`config.mk`:
```
export PLATFORM = sky130hd
export DESIGN_NAME = control_seq
export DESIGN_NICKNAME = d
export VERILOG_FILES = /design/src/rtl/control_seq.sv
export SDC_FILE = /design/constraint.sdc
export NUM_CORES = 1
export LEC_CHECK = 0
export BUFFER_PORTS_ARGS = -buffer_cell sky130_fd_sc_hd__clkbuf_2
export CORE_MARGIN = 10
export CORE_UTILIZATION = 55
export DETAILED_ROUTE_END_ITERATION = 10
export PLACE_DENSITY_LB_ADDON = 0.15
export SYNTH_ARGS = -nofsm -noshare
export SYNTH_HDL_FRONTEND = slang
export SYNTH_SLANG_ARGS = --single-unit
```
`constraint.sdc`:
```
create_clock -name clk -period 2.2 [get_ports clk]
set_clock_uncertainty 0.1 [all_clocks]
set_input_delay 0.44 -clock clk [delete_from_list [all_inputs] [get_ports clk]]
set_output_delay 0.44 -clock clk [all_outputs]
set_load 0.005 [all_outputs]
```
`src/rtl/control_seq.sv`:
```
// control_seq: registered micro-sequencer that steps the datapath through one STATE_* code per
// clock, with memory wait states, a bus timeout, conditional jump, store and a resumable halt.
`ifndef STATE_FETCH_PC
`define STATE_FETCH_PC   4'd0
`endif
`ifndef STATE_FETCH_INST
`define STATE_FETCH_INST 4'd1
`endif
`ifndef STATE_FETCH_ARG
`define STATE_FETCH_ARG  4'd2
`endif
`ifndef STATE_LOAD_Z
`define STATE_LOAD_Z     4'd3
`endif
`ifndef STATE_RAM_A
`define STATE_RAM_A      4'd4
`endif
`ifndef STATE_RAM_B
`define STATE_RAM_B      4'd5
`endif
`ifndef STATE_ALU
`define STATE_ALU        4'd6
`endif
`ifndef STATE_JUMP_Z
`define STATE_JUMP_Z     4'd7
`endif
`ifndef STATE_OUT_A
`define STATE_OUT_A      4'd8
`endif
`ifndef STATE_HALT
`define STATE_HALT       4'd9
`endif
`ifndef STATE_NEXT
`define STATE_NEXT       4'd10
`endif
`ifndef STATE_DECODE
`define STATE_DECODE     4'd11
`endif
`ifndef STATE_SKIP
`define STATE_SKIP       4'd12
`endif
`ifndef STATE_STORE_A
`define STATE_STORE_A    4'd13
`endif
`ifndef OP_LDA
`define OP_LDA 1
`endif
`ifndef OP_ADD
`define OP_ADD 2
`endif
`ifndef OP_SUB
`define OP_SUB 3
`endif
`ifndef OP_STA
`define OP_STA 4
`endif
`ifndef OP_JMP
`define OP_JMP 5
`endif
`ifndef OP_JEZ
`define OP_JEZ 6
`endif
`ifndef OP_OUT
`define OP_OUT 7
`endif
`ifndef OP_HLT
`define OP_HLT 15
`endif

module control_seq #(
    parameter int OPCODE_W = 4,
    parameter int CYCLE_W  = 4,
    parameter int MAX_WAIT = 15
) (
    input  logic                clk,
    input  logic                reset_n,
    input  logic [OPCODE_W-1:0] opcode_i,
    input  logic                zero_flag_i,
    input  logic                mem_ready_i,
    input  logic                resume_i,
    output logic [3:0]          state_o,
    output logic [CYCLE_W-1:0]  cycle_o,
    output logic                halted_o,
    output logic                inst_done_o,
    output logic                illegal_o,
    output logic                bus_error_o
);
    localparam int WAIT_W = (MAX_WAIT > 1) ? $clog2(MAX_WAIT + 1) : 1;
    localparam logic [WAIT_W-1:0] WAIT_LIM = WAIT_W'(MAX_WAIT);

    localparam logic [OPCODE_W-1:0] OPC_LDA = OPCODE_W'(`OP_LDA);
    localparam logic [OPCODE_W-1:0] OPC_ADD = OPCODE_W'(`OP_ADD);
    localparam logic [OPCODE_W-1:0] OPC_SUB = OPCODE_W'(`OP_SUB);
    localparam logic [OPCODE_W-1:0] OPC_STA = OPCODE_W'(`OP_STA);
    localparam logic [OPCODE_W-1:0] OPC_JMP = OPCODE_W'(`OP_JMP);
    localparam logic [OPCODE_W-1:0] OPC_JEZ = OPCODE_W'(`OP_JEZ);
    localparam logic [OPCODE_W-1:0] OPC_OUT = OPCODE_W'(`OP_OUT);
    localparam logic [OPCODE_W-1:0] OPC_HLT = OPCODE_W'(`OP_HLT);

    typedef enum logic [3:0] {
        ST_FETCH_PC   = `STATE_FETCH_PC,
        ST_FETCH_INST = `STATE_FETCH_INST,
        ST_FETCH_ARG  = `STATE_FETCH_ARG,
        ST_LOAD_Z     = `STATE_LOAD_Z,
        ST_RAM_A      = `STATE_RAM_A,
        ST_RAM_B      = `STATE_RAM_B,
        ST_ALU        = `STATE_ALU,
        ST_JUMP_Z     = `STATE_JUMP_Z,
        ST_OUT_A      = `STATE_OUT_A,
        ST_HALT       = `STATE_HALT,
        ST_NEXT       = `STATE_NEXT,
        ST_DECODE     = `STATE_DECODE,
        ST_SKIP       = `STATE_SKIP,
        ST_STORE_A    = `STATE_STORE_A
    } state_t;

    state_t                state_q, state_d;
    logic [CYCLE_W-1:0]    cycle_q, cycle_d;
    logic [WAIT_W-1:0]     wait_q, wait_d;
    logic [OPCODE_W-1:0]   op_q;
    logic                  z_q;
    logic                  halted_q, done_q, illegal_q, bus_error_q;
    logic                  is_mem, timeout, take_jump;

    assign is_mem = (state_q == ST_FETCH_INST) || (state_q == ST_FETCH_ARG) ||
                    (state_q == ST_RAM_A) || (state_q == ST_RAM_B) ||
                    (state_q == ST_STORE_A);

    // Second FETCH_PC (cycle 3) only exists for LDA/STA/ADD/SUB/JMP and taken JEZ.
    assign take_jump = (op_q == OPC_JMP) || ((op_q == OPC_JEZ) && z_q);

    always_comb begin
        state_d = state_q;
        cycle_d = cycle_q;
        wait_d  = '0;
        timeout = 1'b0;
        if (is_mem && !mem_ready_i) begin
            if ((MAX_WAIT != 0) && (wait_q == WAIT_LIM)) begin
                state_d = ST_HALT;
                timeout = 1'b1;
            end else begin
                wait_d = wait_q + 1'b1;
            end
        end else begin
            case (state_q)
                ST_FETCH_PC:   state_d = (cycle_q == '0) ? ST_FETCH_INST :
                                         (take_jump ? ST_JUMP_Z : ST_FETCH_ARG);
                ST_FETCH_INST: state_d = ST_DECODE;
                ST_DECODE: begin
                    case (opcode_i)
                        OPC_LDA, OPC_STA, OPC_ADD, OPC_SUB, OPC_JMP: state_d = ST_FETCH_PC;
                        OPC_JEZ: state_d = zero_flag_i ? ST_FETCH_PC : ST_SKIP;
                        OPC_OUT: state_d = ST_OUT_A;
                        OPC_HLT: state_d = ST_HALT;
                        default: state_d = ST_NEXT;
                    endcase
                end
                ST_FETCH_ARG:  state_d = ST_LOAD_Z;
                ST_LOAD_Z:     state_d = (op_q == OPC_STA) ? ST_STORE_A :
                                         ((op_q == OPC_LDA) ? ST_RAM_A : ST_RAM_B);
                ST_RAM_B:      state_d = ST_ALU;
                ST_RAM_A, ST_STORE_A, ST_ALU, ST_JUMP_Z, ST_SKIP, ST_OUT_A:
                               state_d = ST_NEXT;
                ST_HALT:       state_d = (resume_i && !bus_error_q) ? ST_NEXT : ST_HALT;
                ST_NEXT:       state_d = ST_FETCH_PC;
                default:       state_d = ST_FETCH_PC;
            endcase
            if (state_d != state_q) begin
                cycle_d = (state_q == ST_NEXT) ? '0 : cycle_q + 1'b1;
            end
        end
    end

    always_ff @(posedge clk or negedge reset_n) begin
        if (!reset_n) begin
            state_q     <= ST_FETCH_PC;
            cycle_q     <= '0;
            wait_q      <= '0;
            op_q        <= '0;
            z_q         <= 1'b0;
            halted_q    <= 1'b0;
            done_q      <= 1'b0;
            illegal_q   <= 1'b0;
            bus_error_q <= 1'b0;
        end else begin
            state_q   <= state_d;
            cycle_q   <= cycle_d;
            wait_q    <= wait_d;
            halted_q  <= (state_d == ST_HALT);
            done_q    <= (state_d == ST_NEXT);
            // Only an undefined opcode goes straight from DECODE to NEXT.
            illegal_q <= (state_q == ST_DECODE) && (state_d == ST_NEXT);
            if (timeout) begin
                bus_error_q <= 1'b1;
            end
            if (state_q == ST_DECODE) begin
                op_q <= opcode_i;
                z_q  <= zero_flag_i;
            end
        end
    end

    assign state_o     = state_q;
    assign cycle_o     = cycle_q;
    assign halted_o    = halted_q;
    assign inst_done_o = done_q;
    assign illegal_o   = illegal_q;
    assign bus_error_o = bus_error_q;

endmodule

```
==> reports/results.txt <==
Yosys warning count: 0
Initial DRC Count: 39
gpl congestion: 0.844
Synth Area in Compound Gates: 0.209
clock root buffer master: clkbuf_4
worst setup slack after layout: 0.256 ns
post-route ant nets: 0
CP endpoint kind: flop
LEAKAGE: 0.701 nW
Die Ht: 68.2 um
worst endpoint required time: 2.32 ns
vias in the first global route: 1050
Synth Area per Inst: 9.19 um2
commonest non-fill, non-tap cell in the layout: dfrtp_1
pwr dens: 1390 nW/um2
CTS tree: built
ANT cells: 0
via count: 1063
FMAX: 0.514 GHz
Die Footprint: 4650 um2
CP Class: flop to flop
gr usage total: 0.129
critical path arrival: 2.06 ns
Filler Cell Count: 188
sequential area share after synthesis: 0.411
clock-pin slew on the worst setup and hold paths: 0.12 ns
Hold Path Class: primary input to flop
total CTS buffers: 3
Clk Latency, worst-skew pair: 0.30 ns
final hold vios: 0
post-DP HPWL: 2.14 mm
Non-Filler Instances: 190
Clock Sinks: 21
cell chain of the critical path: inv_1 -> a211o_1 -> a31oi_1 -> a21oi_1 -> nor4_2
share of layout cells above drive strength 1: 0.216
mapped cell area: 1280 um2
clk buf depth: 2
Nets: 175
first-pass GRT wire length: 4.71 mm
Slew @ Worst Pin: 0.507 ns
Layout area overhead: 12.8%
crit path launch type: flop
drt pass-1 iters: 4
Die W: 68.2 um
DR vias/cell: 5.59
CP top delay family: compound AO/OA/AOI/OAI gates
largest net degree at the start of global routing: 22
Distinct cells, synth: 42
main combinational cell family by area after synthesis: simple AND/OR/NAND/NOR gates
Max H-tree Level: 1
postcts setup bufs: 0
setup TNS: 0 ns
Wirelength per Cell: 14.3 um
# hold bufs at CTS: 1
antenna violations before repair: 0
status: finished clean
Critical-path top delay cell: dfrtp_1
Slew headroom: 0.662
final clock period utilization by the worst path: 0.884
Slowest Stage Delay on Critical Path: 0.67 ns
XOR/XNOR share of the synthesized area: 0.0206
Setup Viol. Count Final: 0
Mapped Cells: 139
Core ar.: 2210 um2
RSZ-0062 raised after global routing: no
CP bufs+invs: 1
Final Slew Violations: 0
Yosys reg bits: 21
Simple-Gate Fraction of Synth Area: 0.274
fraction of synthesized area in multiplexers: 0
row cnt: 17
Net Count, Synth: 151
commonest cells after routing, fill and taps aside: dfrtp_1 (21), nand2_1 (20), clkbuf_2 (20)
max_cap viols: 0
DRT Wirelength: 2.71 mm
I/O Buffers: 20
DRC Markers: 0
IO Count: 21
GRT overflow: 0
fin crit period: 1.94 ns
post-CTS sizing: 0
worst slack, placed: 0.272 ns
VDD IR max: 0.000882 V
Synth Area in Adders: 0.0294
Cell Count Post-Placement: 185
Initial Util: 0.577
utilization after layout: 0.652
Max FO, Critical Path: 14
flip-flops by register name, summed over array words and instances (netlist names):
signal,flops
inst_done_o,1
op_q,4
z_q,1
bus_error_o,1
illegal_o,1
cycle_o,4
halted_o,1
state_o,4
wait_q,4
worst paths after layout:
path	slack (ns)	cells after the start	to	start
max in group asynchronous	1.12	2	wait_q[3]	reset_n
worst max-delay path	0.26	5	halted_o	state_o[1]
worst min register to register	0.39	1	wait_q[0]	wait_q[0]
worst max register to register	0.26	5	halted_o	state_o[1]
min in group asynchronous	0.52	2	illegal_o	reset_n
worst min-delay path	0.30	3	z_q	zero_flag_i
power breakdown:
| group | internal (W) | total, W | switching [W] |
|---|---|---|---|
| logic | 0.000499 | 0.00112 | 0.000617 |
| clock network | 0.0000706 | 0.000179 | 0.000109 |
| registers | 0.000537 | 0.000712 | 0.000175 |
| total | 0.00111 | 0.00201 | 0.000901 |
cell usage after synthesis:
master	number	area share
and2_1	3	0.015
dfrtp_1	21	0.41
a21o_1	3	0.018
nand2_1	20	0.059
o21ai_0	9	0.035
o22a_1	1	0.0069
and3b_1	1	0.0069
a21boi_0	1	0.0059
nand4_1	2	0.0098
o21ai_2	1	0.0069
or3_1	3	0.015
o221a_2	1	0.0088
a31oi_1	1	0.0049
a41o_1	1	0.0078
nor4_2	2	0.020
o2111ai_1	1	0.0069
buf_4	4	0.024
nor3_1	3	0.012
nand3_1	7	0.027
or3b_2	1	0.0069
buf_2	3	0.012
a211o_1	1	0.0069
a21oi_1	7	0.027
nor2_1	5	0.015
a311oi_1	1	0.0069
nand2b_1	5	0.024
o211a_1	1	0.0078
and4b_1	1	0.0078
xor2_1	3	0.021
nor3b_1	1	0.0059
nor4b_1	2	0.014
ha_1	3	0.029
or2_1	1	0.0049
a211oi_1	2	0.012
a211oi_4	1	0.016
inv_1	7	0.021
nand3b_1	1	0.0059
nor2b_1	4	0.020
a22oi_1	1	0.0059
and4_1	1	0.0069
o311ai_4	1	0.021
o22ai_1	1	0.0049
area by class of cell:
type,count,area [um2],share of cell area
multi-input cells,104,681,0.472
flip-flops and latches,21,526,0.365
repair buffers,26,148,0.102
well taps,28,35.0,0.0243
clock buffers,4,26.3,0.0182
inverters,7,26.3,0.0182
worst min-delay path: cells and delay by family:
| family | cells | cell delay, ns |
|---|---|---|
| buffers and inverters | 1 | 0.10 |
| AND/OR/NAND/NOR | 2 | 0.11 |
cell families (layout without fill, tap and decap cells):
group	after synthesis	count (layout)
AOI/OAI and AO/OA	35	35
xor gates and xnor gates	3	3
adders and majority gates	3	3
buffers and inverters	14	37
DFF	21	21
and+or+nand+nor	63	63
stage by stage:
| step | hold WS (ns) | cell area [um2] | power [W] |
|---|---|---|---|
| 2_1_floorplan | 0.0444 | 1280 | 0.00153 |
| 3_3_place_gp | 0.332 | 1410 | 0.00180 |
| 3_5_place_dp | 0.330 | 1410 | 0.00184 |
| 4_1_cts | 0.287 | 1440 | 0.00202 |
| 5_1_grt | 0.293 | 1440 | 0.00222 |
| 6_report | 0.296 | 1440 | 0.00201 |
layer usage:
metal,vias to the layer above,wire length [um],global-route usage
met5,-,0,0
met4,0,42,0.0327
met3,5,206,0.0392
met1,486,1230,0.168
li1,545,-,-
met2,27,1230,0.203
Power figures use the tool's default switching activity.
